$ cat config.mk
export PLATFORM = sky130hd
export DESIGN_NAME = inst_data_mem_arbiter_flat
export DESIGN_NICKNAME = d
export VERILOG_FILES = /design/src/rtl/inst_data_mem_arbiter_if.sv /design/src/rtl/inst_data_mem_arbiter.sv /design/src/flat_wrapper.sv
export SDC_FILE = /design/constraint.sdc
export NUM_CORES = 1
export LEC_CHECK = 0
export ABC_AREA = 1
export CAP_MARGIN = 0
export CELL_PAD_IN_SITES_DETAIL_PLACEMENT = 1
export CELL_PAD_IN_SITES_GLOBAL_PLACEMENT = 2
export CORE_ASPECT_RATIO = 1.4
export CORE_UTILIZATION = 26
export DETAILED_ROUTE_END_ITERATION = 12
export PLACE_DENSITY = 0.95
export SYNTH_ARGS = -nofsm -noshare
export SYNTH_HDL_FRONTEND = slang
export SYNTH_SLANG_ARGS = --single-unit
$ cat constraint.sdc
create_clock -name Clk -period 15 [get_ports Clk]
set_input_delay 4.5 -clock Clk [delete_from_list [all_inputs] [get_ports Clk]]
set_output_delay 4.5 -clock Clk [all_outputs]
set_load 0.01 [all_outputs]
$ cat src/rtl/inst_data_mem_arbiter_if.sv
// Request/ack bundle between the IF/MEM stage requesters, the arbiter and the RAM port.
// Latency: none, wires only.
// Backpressure: requests are held until the matching one-cycle ack.
interface inst_data_mem_arbiter_if;
  // Fetch requester
  logic        IReq;
  logic [31:0] IAddress;
  logic        IAck;
  logic [31:0] IDataOut;
  logic        IErr;
  // Load/store requester
  logic        DReq;
  logic        DReadWrite;
  logic [1:0]  DSize;
  logic [31:0] DAddress;
  logic [31:0] DDataIn;
  logic        DAck;
  logic [31:0] DDataOut;
  logic        DErr;
  // RAM port
  logic        MemEnable;
  logic        MemReadWrite;
  logic [1:0]  MemSize;
  logic [31:0] MemAddress;
  logic [31:0] MemDataIn;
  logic [31:0] MemDataOut;

  // Arbiter side
  modport slave (
    input  IReq, IAddress,
    output IAck, IDataOut, IErr,
    input  DReq, DReadWrite, DSize, DAddress, DDataIn,
    output DAck, DDataOut, DErr,
    output MemEnable, MemReadWrite, MemSize, MemAddress, MemDataIn,
    input  MemDataOut
  );

  // Requester / RAM side
  modport master (
    output IReq, IAddress,
    input  IAck, IDataOut, IErr,
    output DReq, DReadWrite, DSize, DAddress, DDataIn,
    input  DAck, DDataOut, DErr,
    input  MemEnable, MemReadWrite, MemSize, MemAddress, MemDataIn,
    output MemDataOut
  );
endinterface

$ cat src/rtl/inst_data_mem_arbiter.sv
// Shares one 256x8 RAM port between fetch (I) and load/store (D); D has priority, starvation counter protects I.
// Latency: valid access acks in the third cycle counting the sampling IDLE cycle; rejected access in the second.
// Backpressure: requesters hold Req until Ack; the non-owner is simply not sampled until the next IDLE.
module inst_data_mem_arbiter #(
  parameter int DEPTH    = 256,
  parameter int MAX_WAIT = 3
) (
  input logic                      Clk,
  input logic                      nReset,
  inst_data_mem_arbiter_if.slave   bus
);

  localparam int                 WCW      = (MAX_WAIT < 1) ? 1 : $clog2(MAX_WAIT + 1);
  localparam logic [WCW-1:0]     WAIT_MAX = WCW'(MAX_WAIT);
  localparam logic [32:0]        LAST_ADR = 33'(DEPTH - 1);

  typedef enum logic [1:0] {
    IDLE   = 2'd0,
    ACCESS = 2'd1,
    RESP   = 2'd2
  } state_t;

  state_t          r_state;
  logic [WCW-1:0]  r_wait_cnt;
  logic            r_owner_d;

  logic            r_mem_en;
  logic            r_mem_rw;
  logic [1:0]      r_mem_size;
  logic [31:0]     r_mem_addr;
  logic [31:0]     r_mem_wdat;

  logic            r_iack;
  logic            r_ierr;
  logic [31:0]     r_idata;
  logic            r_dack;
  logic            r_derr;
  logic [31:0]     r_ddata;

  logic            w_any_req;
  logic            w_grant_d;
  logic            w_sel_rw;
  logic [1:0]      w_sel_size;
  logic [31:0]     w_sel_addr;
  logic [31:0]     w_sel_wdat;
  logic [32:0]     w_bytes;
  logic [32:0]     w_last_byte;
  logic            w_reject;
  logic [31:0]     w_rdata_masked;

  // Arbitration: D wins unless I has already lost MAX_WAIT times in a row
  always_comb begin
    w_any_req  = bus.IReq | bus.DReq;
    w_grant_d  = bus.DReq & ~(bus.IReq & (r_wait_cnt == WAIT_MAX));
    w_sel_rw   = w_grant_d ? bus.DReadWrite : 1'b1;
    w_sel_size = w_grant_d ? bus.DSize      : 2'b10;
    w_sel_addr = w_grant_d ? bus.DAddress   : bus.IAddress;
    w_sel_wdat = w_grant_d ? bus.DDataIn    : 32'd0;
  end

  // Size/alignment/range checks; range is done in 33 bits so addresses near 2^32 cannot wrap into range
  always_comb begin
    case (w_sel_size)
      2'b00:   w_bytes = 33'd1;
      2'b01:   w_bytes = 33'd2;
      default: w_bytes = 33'd4;
    endcase
    w_last_byte = {1'b0, w_sel_addr} + w_bytes - 33'd1;
    w_reject    = (w_sel_size == 2'b11)
                | ((w_sel_size == 2'b01) & w_sel_addr[0])
                | ((w_sel_size == 2'b10) & (w_sel_addr[1:0] != 2'b00))
                | (w_last_byte > LAST_ADR);
  end

  // Trim RAM read data to the access size so stray upper bits never reach a requester
  always_comb begin
    case (r_mem_size)
      2'b00:   w_rdata_masked = {24'd0, bus.MemDataOut[7:0]};
      2'b01:   w_rdata_masked = {16'd0, bus.MemDataOut[15:0]};
      default: w_rdata_masked = bus.MemDataOut;
    endcase
  end

  // Main FSM: every output is a register updated here
  always_ff @(posedge Clk) begin
    if (!nReset) begin
      r_state    <= IDLE;
      r_wait_cnt <= '0;
      r_owner_d  <= 1'b0;
      r_mem_en   <= 1'b0;
      r_mem_rw   <= 1'b0;
      r_mem_size <= 2'b00;
      r_mem_addr <= 32'd0;
      r_mem_wdat <= 32'd0;
      r_iack     <= 1'b0;
      r_ierr     <= 1'b0;
      r_idata    <= 32'd0;
      r_dack     <= 1'b0;
      r_derr     <= 1'b0;
      r_ddata    <= 32'd0;
    end else begin
      case (r_state)
        IDLE: begin
          if (w_any_req) begin
            r_owner_d <= w_grant_d;
            if (!w_grant_d) begin
              r_wait_cnt <= '0;
            end else if (bus.IReq && (r_wait_cnt != WAIT_MAX)) begin
              r_wait_cnt <= r_wait_cnt + 1'b1;
            end
            if (w_reject) begin
              // Rejected: RAM untouched, ack with error straight away
              r_state <= RESP;
              if (w_grant_d) begin
                r_dack  <= 1'b1;
                r_derr  <= 1'b1;
                r_ddata <= 32'd0;
              end else begin
                r_iack  <= 1'b1;
                r_ierr  <= 1'b1;
                r_idata <= 32'd0;
              end
            end else begin
              r_state    <= ACCESS;
              r_mem_en   <= 1'b1;
              r_mem_rw   <= w_sel_rw;
              r_mem_size <= w_sel_size;
              r_mem_addr <= w_sel_addr;
              r_mem_wdat <= w_sel_wdat;
            end
          end
        end
        ACCESS: begin
          // RAM read is combinational, so data is valid at the closing edge
          r_mem_en <= 1'b0;
          r_state  <= RESP;
          if (r_owner_d) begin
            r_dack  <= 1'b1;
            r_derr  <= 1'b0;
            r_ddata <= r_mem_rw ? w_rdata_masked : 32'd0;
          end else begin
            r_iack  <= 1'b1;
            r_ierr  <= 1'b0;
            r_idata <= w_rdata_masked;
          end
        end
        RESP: begin
          r_state <= IDLE;
          r_iack  <= 1'b0;
          r_ierr  <= 1'b0;
          r_idata <= 32'd0;
          r_dack  <= 1'b0;
          r_derr  <= 1'b0;
          r_ddata <= 32'd0;
        end
        default: begin
          r_state  <= IDLE;
          r_mem_en <= 1'b0;
        end
      endcase
    end
  end

  assign bus.IAck         = r_iack;
  assign bus.IErr         = r_ierr;
  assign bus.IDataOut     = r_idata;
  assign bus.DAck         = r_dack;
  assign bus.DErr         = r_derr;
  assign bus.DDataOut     = r_ddata;
  assign bus.MemEnable    = r_mem_en;
  assign bus.MemReadWrite = r_mem_rw;
  assign bus.MemSize      = r_mem_size;
  assign bus.MemAddress   = r_mem_addr;
  assign bus.MemDataIn    = r_mem_wdat;

endmodule

$ cat src/flat_wrapper.sv
// flat-port wrapper written by rule: the top's interface ports become plain ports
module inst_data_mem_arbiter_flat 
#(
  parameter int DEPTH    = 256,
  parameter int MAX_WAIT = 3
)
  (Clk, nReset, bus_IReq, bus_IAddress, bus_IAck, bus_IDataOut, bus_IErr, bus_DReq, bus_DReadWrite, bus_DSize, bus_DAddress, bus_DDataIn, bus_DAck, bus_DDataOut, bus_DErr, bus_MemEnable, bus_MemReadWrite, bus_MemSize, bus_MemAddress, bus_MemDataIn, bus_MemDataOut);
  inst_data_mem_arbiter_if bus_i ();
  input logic Clk;
  input logic nReset;
  input wire logic [$bits(bus_i.IReq)-1:0] bus_IReq;
  input wire logic [$bits(bus_i.IAddress)-1:0] bus_IAddress;
  output wire logic [$bits(bus_i.IAck)-1:0] bus_IAck;
  output wire logic [$bits(bus_i.IDataOut)-1:0] bus_IDataOut;
  output wire logic [$bits(bus_i.IErr)-1:0] bus_IErr;
  input wire logic [$bits(bus_i.DReq)-1:0] bus_DReq;
  input wire logic [$bits(bus_i.DReadWrite)-1:0] bus_DReadWrite;
  input wire logic [$bits(bus_i.DSize)-1:0] bus_DSize;
  input wire logic [$bits(bus_i.DAddress)-1:0] bus_DAddress;
  input wire logic [$bits(bus_i.DDataIn)-1:0] bus_DDataIn;
  output wire logic [$bits(bus_i.DAck)-1:0] bus_DAck;
  output wire logic [$bits(bus_i.DDataOut)-1:0] bus_DDataOut;
  output wire logic [$bits(bus_i.DErr)-1:0] bus_DErr;
  output wire logic [$bits(bus_i.MemEnable)-1:0] bus_MemEnable;
  output wire logic [$bits(bus_i.MemReadWrite)-1:0] bus_MemReadWrite;
  output wire logic [$bits(bus_i.MemSize)-1:0] bus_MemSize;
  output wire logic [$bits(bus_i.MemAddress)-1:0] bus_MemAddress;
  output wire logic [$bits(bus_i.MemDataIn)-1:0] bus_MemDataIn;
  input wire logic [$bits(bus_i.MemDataOut)-1:0] bus_MemDataOut;
  assign bus_i.IReq = bus_IReq;
  assign bus_i.IAddress = bus_IAddress;
  assign bus_IAck = bus_i.IAck;
  assign bus_IDataOut = bus_i.IDataOut;
  assign bus_IErr = bus_i.IErr;
  assign bus_i.DReq = bus_DReq;
  assign bus_i.DReadWrite = bus_DReadWrite;
  assign bus_i.DSize = bus_DSize;
  assign bus_i.DAddress = bus_DAddress;
  assign bus_i.DDataIn = bus_DDataIn;
  assign bus_DAck = bus_i.DAck;
  assign bus_DDataOut = bus_i.DDataOut;
  assign bus_DErr = bus_i.DErr;
  assign bus_MemEnable = bus_i.MemEnable;
  assign bus_MemReadWrite = bus_i.MemReadWrite;
  assign bus_MemSize = bus_i.MemSize;
  assign bus_MemAddress = bus_i.MemAddress;
  assign bus_MemDataIn = bus_i.MemDataIn;
  assign bus_i.MemDataOut = bus_MemDataOut;
  inst_data_mem_arbiter #(.DEPTH(DEPTH), .MAX_WAIT(MAX_WAIT)) u_core (.Clk(Clk), .nReset(nReset), .bus(bus_i));
endmodule
==> results of run 1 <==
==> kinds of logic after synthesis <==
kind of cell / Yosys count
AND/OR/NAND/NOR: 791
buffers and inverters: 411
XOR/XNOR: 1
AO/OA/AOI/OAI: 208
flip-flops: 141
adder cells (fa/ha/maj): 40
multiplexers: 1
==> placed cells by master (no fill, tap or decap), types with 2 or more instances in the layout <==
| cell | count |
|---|---|
| a21oi_1 | 92 |
| nand3_4 | 2 |
| o21ai_1 | 21 |
| nor2_2 | 4 |
| dfxtp_1 | 141 |
| clkbuf_16 | 17 |
| a21o_1 | 3 |
| o21bai_1 | 8 |
| nor2_4 | 2 |
| or2_2 | 29 |
| clkinvlp_4 | 3 |
| nor2_1 | 225 |
| a21oi_2 | 2 |
| nand3_1 | 49 |
| ha_1 | 39 |
| nand3b_1 | 8 |
| clkinv_2 | 5 |
| clkbuf_8 | 3 |
| nand3_2 | 2 |
| nor3_1 | 12 |
| inv_1 | 343 |
| clkdlybuf4s50_1 | 269 |
| inv_2 | 4 |
| buf_4 | 6 |
| nand2_1 | 415 |
| o21ai_0 | 78 |
| nand4_1 | 38 |
| bufinv_16 | 2 |
==> per-layer routing <==
layer / global-route usage, % / part of all wire (%) / up-vias
met5: 0 / 0 / -
met4: 9.41 / 3.6 / 0
met3: 2.10 / 2.5 / 61
met2: 38.5 / 55 / 203
met1: 19.6 / 39 / 4870
li1: - / - / 5266
==> synth_stat cells, drive strengths merged (3+ instances only) <==
cell and number:
inv 347, a21o 3, a21oi 94, nand3 53, o21bai 8, nand4 38
nand2 416, clkbuf 34, dfxtp 141, nor3 12, nor2 231, ha 39
buf 29, nand3b 8, o21ai 99, or2 30
==> worst min-delay path: stages (launching register included) <==
cell	delay, ns
dfxtp_1	0.31
inv_1	0.05
a21oi_1	0.05
==> cell type report <==
| class | instances | share of cell area, % |
|---|---|---|
| clock inverter | 11 | 0.897 |
| clock buffer | 21 | 3.63 |
| timing repair buffer | 275 | 21.1 |
| multi-input combinational | 1041 | 38.1 |
| sequential | 141 | 21.8 |
| antenna | 1 | 0.0193 |
| tap | 462 | 4.46 |
| inverter | 348 | 10.1 |
==> flip-flops by register name, indices dropped and copies added (netlist names) <==
signal                   flops
u_core.bus.MemAddress       32
u_core.bus.IAck              1
u_core.bus.MemDataIn        32
u_core.bus.MemEnable         1
u_core.bus.IErr              1
u_core.bus.DAck              1
u_core.bus.IDataOut         32
u_core.r_owner_d             1
u_core.r_state               2
u_core.bus.MemReadWrite      1
u_core.bus.MemSize           2
u_core.r_wait_cnt            2
u_core.bus.DErr              1
u_core.bus.DDataOut         32
==> where the power goes <==
part           switching [mW]  internal (mW)
clock                   0.179          0.256
sequential            0.00824          0.388
combinational           0.187          0.130
==> stage by stage <==
step                      area, µm²  util [%]
after floorplan                9410         -
after global routing          13000      36.3
final                         13000      36.3
after detailed placement      12400      34.7
after global placement        12400      34.7
after CTS                     13000      36.3
==> path summary, 6_finish.rpt <==
path	startpoint	to	depth (start not counted)
setup / recovery	bus_IReq	u_core.bus.MemDataIn[2]	26
hold / removal	u_core.bus.MemDataIn[12]	u_core.bus.MemDataIn[12]	2
setup reg to reg	u_core.r_wait_cnt[0]	u_core.bus.MemDataIn[2]	26
hold reg to reg	u_core.bus.MemDataIn[12]	u_core.bus.MemDataIn[12]	2
==> run metrics, run 1 <==
Synth Area in Adders 5.40%; # rows 82; Pre-Repair DR Iteration Count 4; status completed; routability congestion estimate 0.852; fmax 97.4 MHz; CTS buffer count 17; I/O pin cnt 271; register bit total from synthesis 141; Setup Slack @ Placement 4.14 ns; Layout Skew 0.00946 ns; htree depth 4; Peak VDD IR 0.0573 mV; Post-Syn Area per Cell 5.91 µm²; CP max-delay cell inv_2; CTS tree yes; area of the multi-input gates 4940 µm²; crit end category register; clock sink total 141; Worst R2R Setup Slack 8.76 ns; Final HPWL DP 27400 µm; worst stage delay on the critical path 0.61 ns; Arr. time, crit path 10.56 ns; Max-Cap Viols 0; Top Family by Delay on Critical Path simple AND/OR/NAND/NOR gates; synth top area cells dfxtp_1 (30%), nand2_1 (17%), inv_1 (14%); area leader, netlist dfxtp_1; Synthesized Nets 1768; DRT antenna net count 0; share of cells above drive strength 1 4.57%; Most used DFF post-synth dfxtp_1; Area growth, synth to finish 37.9%; CTS Buffer Depth 2; final setup vio count 0; crit start category input pin; compound-cell area share of the yosys netlist 11.6%; Netlist Area Pre-Place 9410 µm²; # Post-CTS Setup Buffers 0; # resized after CTS 0; GRT Overall Usage 19.3%; Worst Tran Pin Value 1.16 ns; clk slew on worst S/H paths 0.06 ns; count of different cell masters after synthesis 38; # fillers 4701; 1st-iter DRT viols 358; DRC viols 0; fin crit period 10.27 ns; Pwr Total 1.15 mW; CTS Hold Bufs 0; P per Cell Area 88.6 nW/µm²; final net count 1999; first-pass GRT wire length 55600 µm; RSZ-0062 raised after global routing false; EDFF count, synth 0; register area 2820 µm²; Period Utilization, post-route 68.5%; final instance count without filler cells 2300; Synth Area in Simple Gates 35.2%; Final WS setup 4.73 ns; Worst Path Required 15.29 ns; Setup Crit Path Kind input pin to register; placed cell count 2267; Starting Density 26.4%; initial antenna violation count 1; total grt overflow 0; Core Area 35700 µm²; Wirelength per Cell 15.3 µm; pin count of the biggest net entering global routing 75; Crit Path Max Fanout 74; clk_lat worst skew 0.45 ns; Hold/Removal Path Class register to register; CTS Root Cell clkbuf_16; register area share after synthesis 30.0%; xor/xnor share of the synthesized area 0.0931%; Post-Route WL 35100 µm; total die area 37000 µm²; Hold Vio Cnt, Final 0; die height 227 µm; Synth top area share 30.0%; die width 163 µm; ys async rst share 0%; crit path buf inv count 5; port buffer count 270; largest family of logic cells by synthesized area simple AND/OR/NAND/NOR gates; Via density 4.52; Mapped Cells 1593; Relative slew margins 22.8%; yosys warns 0; routed vias 10.4k; Total Neg Setup Slack 0 ns; post-synthesis mux area share 0.106%; CP most frequent cell nand2_1; leakage power 6.12 nW; vias in the first global route 10.9k; max-slew violations 0; hold slack 0.444 ns
No activity file was read; power rests on OpenSTA's default activity.
==> inputs of run 2 (changes only) <==
--- a/config.mk
+++ b/config.mk
@@ -10,9 +10,9 @@
 export CELL_PAD_IN_SITES_DETAIL_PLACEMENT = 1
 export CELL_PAD_IN_SITES_GLOBAL_PLACEMENT = 2
 export CORE_ASPECT_RATIO = 1.4
-export CORE_UTILIZATION = 26
+export CORE_UTILIZATION = 22
 export DETAILED_ROUTE_END_ITERATION = 12
-export PLACE_DENSITY = 0.95
+export PLACE_DENSITY = 0.87
 export SYNTH_ARGS = -nofsm -noshare
 export SYNTH_HDL_FRONTEND = slang
 export SYNTH_SLANG_ARGS = --single-unit
==> constraint.sdc (replaced) <==
create_clock -name Clk -period 9.2 [get_ports Clk]
set_input_delay 2.76 -clock Clk [delete_from_list [all_inputs] [get_ports Clk]]
set_output_delay 2.76 -clock Clk [all_outputs]
set_load 0.01 [all_outputs]
==> run 2 against run 1 <==
Effect of this change: critical path depth is 2 higher; clock power up 61%; global-route usage down 2.5 points; combinational power grew 64%; first-iteration DRC count fell by 12%; power up 63%; core utilization decreased by 5.3 points; sequential power is 63% higher; flip-flop and latch count unchanged; cell area is 0.96% higher; critical path type unchanged; highest routed layer unchanged.
==> run metrics, run 2 (same netlist as run 1, synthesis figures left out) <==
status completed (unchanged); Area growth, synth to finish 39.2% (was 37.9%); Layout Skew 0.0132 ns (was 0.00946 ns); most common cell after layout, fill and taps aside nand2_1 (unchanged); Via density 4.37 (was 4.52); # rows 89 (was 82); htree depth 4 (unchanged); Hold Vio Cnt, Final 0 (unchanged); Starting Density 22.3% (was 26.4%); max-slew violations 0 (unchanged); Core Area 42200 µm² (was 35700 µm²); final setup vio count 0 (unchanged); Final WS setup 1.63 ns (was 4.73 ns); clk_lat worst skew 0.45 ns (about the same); Sw Share 33.5% (was 32.6%); Total Neg Setup Slack 0 ns (unchanged); Crit Reg-Reg Startpoint u_core.r_wait_cnt[0] (unchanged); Post-Route WL 36000 µm (was 35100 µm); Crit Path Max Fanout 47 (was 74); vias in the first global route 10.8k (was 10.9k); final instance count without filler cells 2386 (was 2300); reg-to-reg endpoint u_core.bus.DDataOut[12] (was u_core.bus.MemDataIn[2]); P per Cell Area 143 nW/µm² (was 88.6 nW/µm²); die height 247 µm (was 227 µm); Worst Path Required 9.55 ns (was 15.29 ns); crit start category input pin (unchanged); CTS Hold Bufs 0 (unchanged); antenna diode count 0 (was 1); Hold/Removal Path Class register to register (unchanged); # Post-CTS Setup Buffers 0 (unchanged); Pint 1.24 mW (was 0.775 mW); die width 177 µm (was 163 µm); crit path capture u_core.bus.DDataOut[12] (was u_core.bus.MemDataIn[2]); CP most frequent cell nand2_1 (unchanged); total die area 43600 µm² (was 37000 µm²); Setup Crit Path Kind input pin to register (unchanged); Worst R2R Path Depth 28 (was 26); clock sink total 141 (unchanged); pin count of the biggest net entering global routing 78 (was 75); fmax 132 MHz; CTS tree yes (unchanged); sw power 0.626 mW (was 0.374 mW); routed vias 10.4k (about the same); CTS buffer count 17 (unchanged); # fillers 5387 (was 4701); CTS Buffer Depth 2 (unchanged); Setup Slack @ Placement 1.12 ns (was 4.14 ns); # resized after CTS 0 (unchanged); CP max-delay cell buf_4 (was inv_2); Period Utilization, post-route 82.2%; placed cell count 2354 (was 2267); first-pass GRT wire length 56700 µm (was 55600 µm); initial antenna violation count 0 (was 1); crit path launch bus_IReq (unchanged); Clk pwr share 37.5% (was 37.9%); leakage power 6.13 nW (was 6.12 nW); RSZ-0062 raised after global routing false (unchanged); worst stage delay on the critical path 0.48 ns (was 0.61 ns); 1st-iter DRT viols 316 (was 358); most frequent cells in the layout nand2_1 (415), inv_1 (343), clkdlybuf4s50_1 (269) (unchanged); Peak VDD IR 0.135 mV (was 0.0573 mV); hold slack 0.444 ns (about the same); I/O pin cnt 271 (unchanged); routability congestion estimate 0.853 (was 0.852); crit end category register (unchanged); Worst Tran Pin Value 1.10 ns (was 1.16 ns); DRT antenna net count 0 (unchanged); port buffer count 270 (unchanged); total grt overflow 0 (unchanged); CTS Root Cell clkbuf_16 (unchanged); fin crit period 7.57 ns; Arr. time, crit path 7.91 ns (was 10.56 ns); sequential power share 34.6% (was 34.5%); Wirelength per Cell 15.1 µm (was 15.3 µm); share of cells above drive strength 1 4.73% (was 4.57%); final net count 2002 (was 1999); Max-Cap Viols 0 (unchanged); Pre-Repair DR Iteration Count 4 (unchanged); Final HPWL DP 28200 µm (was 27400 µm); clk slew on worst S/H paths 0.07 ns (was 0.06 ns); GRT Overall Usage 16.8% (was 19.3%); DRC viols 0 (unchanged); Relative slew margins 26.4% (was 22.8%); logic gate share of total power 27.9% (was 27.6%); Worst R2R Setup Slack 3.92 ns (was 8.76 ns); Util after Layout 31.0% (was 36.3%)
[run 2: changes by cell type in the layout (fill, tap and decap cells not counted), sizes merged]
cell	previous run	this run
buf	6	9
clkbuf	21	18
clkinv	7	9
inv	347	349
clkinvlp	3	2
diode	1	0
[run 2: layout make-up]
cell class / count / area (µm²) / share of cell area, %
clock inverters: 14 / 144 / 1.10
inverters: 348 / 1310 / 9.97
repair buffers: 278 / 2770 / 21.2
well taps: 546 / 683 / 5.22
clock buffers: 18 / 429 / 3.28
multi-input cells: 1041 / 4940 / 37.7
flip-flops and latches: 141 / 2820 / 21.6
[run 2: power by group through the flow]
| stage | registers (mW) | logic [mW] | clock network, mW |
|---|---|---|---|
| after floorplan | 0.667 | 0.304 | 0 |
| after global placement | 0.660 | 0.514 | 0 |
| after detailed placement | 0.660 | 0.526 | 0 |
| after CTS | 0.647 | 0.529 | 0.730 |
| after global routing | 0.649 | 0.590 | 0.750 |
| final | 0.646 | 0.521 | 0.702 |
[run 2: stage by stage]
step / cell area [µm²] / power (mW)
final: 13100 / 1.87
after floorplan: 9410 / 0.971
after CTS: 13100 / 1.91
after global placement: 12500 / 1.17
after detailed placement: 12500 / 1.19
after global routing: 13100 / 1.99
[run 2: worst max-delay path, delay by kind of cell]
kind / cells / cell delay [ns]
buffers and inverters: 5 / 1.54
adder cells (fa/ha/maj): 3 / 0.96
AND/OR/NAND/NOR: 20 / 2.64
[run 2: per-layer routing]
metal | global-route usage, % | vias to the layer above | share of wire (%)
met5 | 0 | - | 0
met4 | 7.05 | 0 | 2.9
met3 | 1.95 | 45 | 2.7
met2 | 33.8 | 165 | 56
met1 | 17.0 | 4934 | 39
li1 | - | 5284 | -
[run 2: how the worst min path moves through the flow]
stage,cells past startpoint,from,to
after CTS,2,u_core.bus.MemAddress[10],u_core.bus.MemAddress[10]
final,2,u_core.bus.MemAddress[10],u_core.bus.MemAddress[10]
after global placement,2,u_core.bus.MemAddress[2],u_core.bus.MemAddress[2]
after floorplan,2,u_core.r_wait_cnt[1],u_core.r_wait_cnt[1]
after global routing,2,u_core.bus.MemAddress[22],u_core.bus.MemAddress[22]
after detailed placement,2,u_core.bus.MemAddress[10],u_core.bus.MemAddress[10]
==> inputs of run 3 (changes only) <==
==> constraint.sdc (replaced) <==
create_clock -name Clk -period 6.69 [get_ports Clk]
set_input_delay 2.007 -clock Clk [delete_from_list [all_inputs] [get_ports Clk]]
set_output_delay 2.007 -clock Clk [all_outputs]
set_load 0.01 [all_outputs]
==> run 3 against run 2 <==
Effect of this change: sequential power is 37% higher; power is 40% higher; die area stayed put; sequential share of layout area is 0.24 points lower; critical endpoint is now u_core.bus.MemAddress[20]; largest cell class unchanged; critical path type unchanged; first-iteration DRC count is 7.0% higher; global-route usage hardly changed; core utilization is 0.35 points higher; clock power is 42% higher; count of clock-buffer cells in the layout is 5 higher; largest power group unchanged; worst setup slack worse by 0.99 ns; worst hold slack better by 0.0018 ns; cell count is 0.21% higher.
==> run metrics, run 3 (same netlist as run 1, synthesis figures left out) <==
Top Metal Used met4 (unchanged); die height 247 µm (unchanged); final setup vio count 0 (unchanged); Wirelength per Cell 15.1 µm (about the same); Setup Slack @ Placement 0.127 ns (was 1.12 ns); share of cells above drive strength 1 4.93% (was 4.73%); Final WS setup 0.644 ns (was 1.63 ns); routed vias 10.5k (was 10.4k); Crit Path Max Fanout 72 (was 47); fmax 165 MHz; most common cell after layout, fill and taps aside nand2_1 (unchanged); most frequent cells in the layout nand2_1 (415), inv_1 (343), clkdlybuf4s50_1 (269) (unchanged); routed length on met1 13900 µm (about the same); RSZ-0062 raised after global routing false (unchanged); CTS buffer count 17 (unchanged); met3 WL 1090 µm (was 961 µm); # Post-CTS Setup Buffers 0 (unchanged); CTS Buffer Depth 2 (unchanged); CTS Root Cell clkbuf_16 (unchanged); clk_lat worst skew 0.44 ns (was 0.45 ns); Period Utilization, post-route 90.4%; Hold/Removal Path Class register to register (unchanged); port buffer count 270 (unchanged); CTS tree yes (unchanged); # resized after CTS 0 (unchanged); 1st-iter DRT viols 338 (was 316); Relative slew margins 24.3% (was 26.4%); hold slack 0.446 ns (was 0.444 ns); P per Cell Area 198 nW/µm² (was 143 nW/µm²); Starting Density 22.3% (unchanged); WL met2 19600 µm (was 20100 µm); I/O pin cnt 271 (unchanged); max-slew violations 0 (unchanged); DRT antenna net count 0 (unchanged); clock sink total 141 (unchanged); vias in the first global route 11.1k (was 10.8k); htree depth 4 (unchanged); DRC viols 0 (unchanged); # rows 89 (unchanged); Peak VDD IR 0.179 mV (was 0.135 mV); total grt overflow 0 (unchanged); Via density 4.40 (was 4.37); CTS Hold Bufs 0 (unchanged); status completed (unchanged); Pwr Total 2.62 mW (was 1.87 mW); crit start category input pin (unchanged); Arr. time, crit path 6.36 ns (was 7.91 ns); total die area 43600 µm² (unchanged); Hold Vio Cnt, Final 0 (unchanged); fin crit period 6.05 ns; initial antenna violation count 0 (unchanged); final net count 2007 (was 2002); design area 13200 µm² (was 13100 µm²); Worst Tran Pin Value 1.13 ns (was 1.10 ns); pin count of the biggest net entering global routing 78 (unchanged); clk slew on worst S/H paths 0.06 ns (was 0.07 ns); die width 177 µm (unchanged); Setup Crit Path Kind input pin to register (unchanged); Total Neg Setup Slack 0 ns (unchanged); leakage power 6.20 nW (was 6.13 nW); routability congestion estimate 0.844 (was 0.853); GRT Overall Usage 16.8% (about the same); Final HPWL DP 28200 µm (about the same); Max-Cap Viols 0 (unchanged); Layout Skew 0.00911 ns (was 0.0132 ns); crit end category register (unchanged); first-pass GRT wire length 57000 µm (was 56700 µm); Worst Path Required 7.00 ns (was 9.55 ns); Pre-Repair DR Iteration Count 5 (was 4); Core Area 42200 µm² (unchanged); Area growth, synth to finish 40.8% (was 39.2%); cell area after placement 12600 µm² (was 12500 µm²); Post-Route WL 36000 µm (about the same)
run 3: cell types whose count changed in the layout (fill, tap and decap cells not counted), sizes merged:
cell / before / now
inv: 349 / 348
clkinv: 9 / 4
diode: 0 / 1
clkbuf: 18 / 23
buf: 9 / 14
run 3: layer usage:
metal | vias up | global-route usage (%)
li1 | 5294 | -
met1 | 4948 | 17.4
met2 | 214 | 32.6
met3 | 71 | 2.09
met4 | 0 | 8.29
met5 | - | 0
run 3: power by group:
part / internal (mW) / switching, mW / total, mW
combinational: 0.298 / 0.428 / 0.726
clock: 0.599 / 0.406 / 1.00
sequential: 0.871 / 0.0170 / 0.888
run 3: cell type report:
class / instances / area (µm²)
antenna: 1 / 2.50
clock buffer: 23 / 498
clock inverter: 8 / 106
fill: 5390 / 29000
inverter: 348 / 1310
multi-input combinational: 1041 / 4940
sequential: 141 / 2820
tap: 546 / 683
timing repair buffer: 283 / 2890
run 3: worst max-delay path: stages:
cell and delay (ns):
clkdlybuf4s50_1 0.46, nand2_1 0.16, nand2_2 0.10, inv_2 0.18
buf_12 0.18, nand2_1 0.09, inv_1 0.09, nand2_1 0.07
ha_1 0.27, inv_1 0.04, ha_1 0.24, fa_1 0.45
nand3_1 0.11, nand3_1 0.10, nand3_1 0.11, nand3_1 0.17
nand2_1 0.14, nand2_1 0.06, nand2_1 0.05, nand2_1 0.04
nor2_1 0.12, nand3_1 0.14, nor2_4 0.21, nand3_4 0.14
buf_12 0.19, o21ai_0 0.29, a21oi_1 0.06
run 3: path summary, 6_finish.rpt:
path                             start                   endpoint  slack [ns]  depth (start not counted)
max reg2reg       u_core.r_wait_cnt[0]  u_core.bus.MemAddress[20]        2.19                         27
min          u_core.bus.MemAddress[11]  u_core.bus.MemAddress[11]        0.45                          2
min reg2reg  u_core.bus.MemAddress[11]  u_core.bus.MemAddress[11]        0.45                          2
max                           bus_IReq  u_core.bus.MemAddress[20]        0.64                         27
run 3: through the flow:
step	utilization, %	instances
floorplan	-	1593
global placement	29.9	2359
detailed placement	29.9	2359
CTS	31.4	2390
global route	31.4	2390
finish	31.4	2391
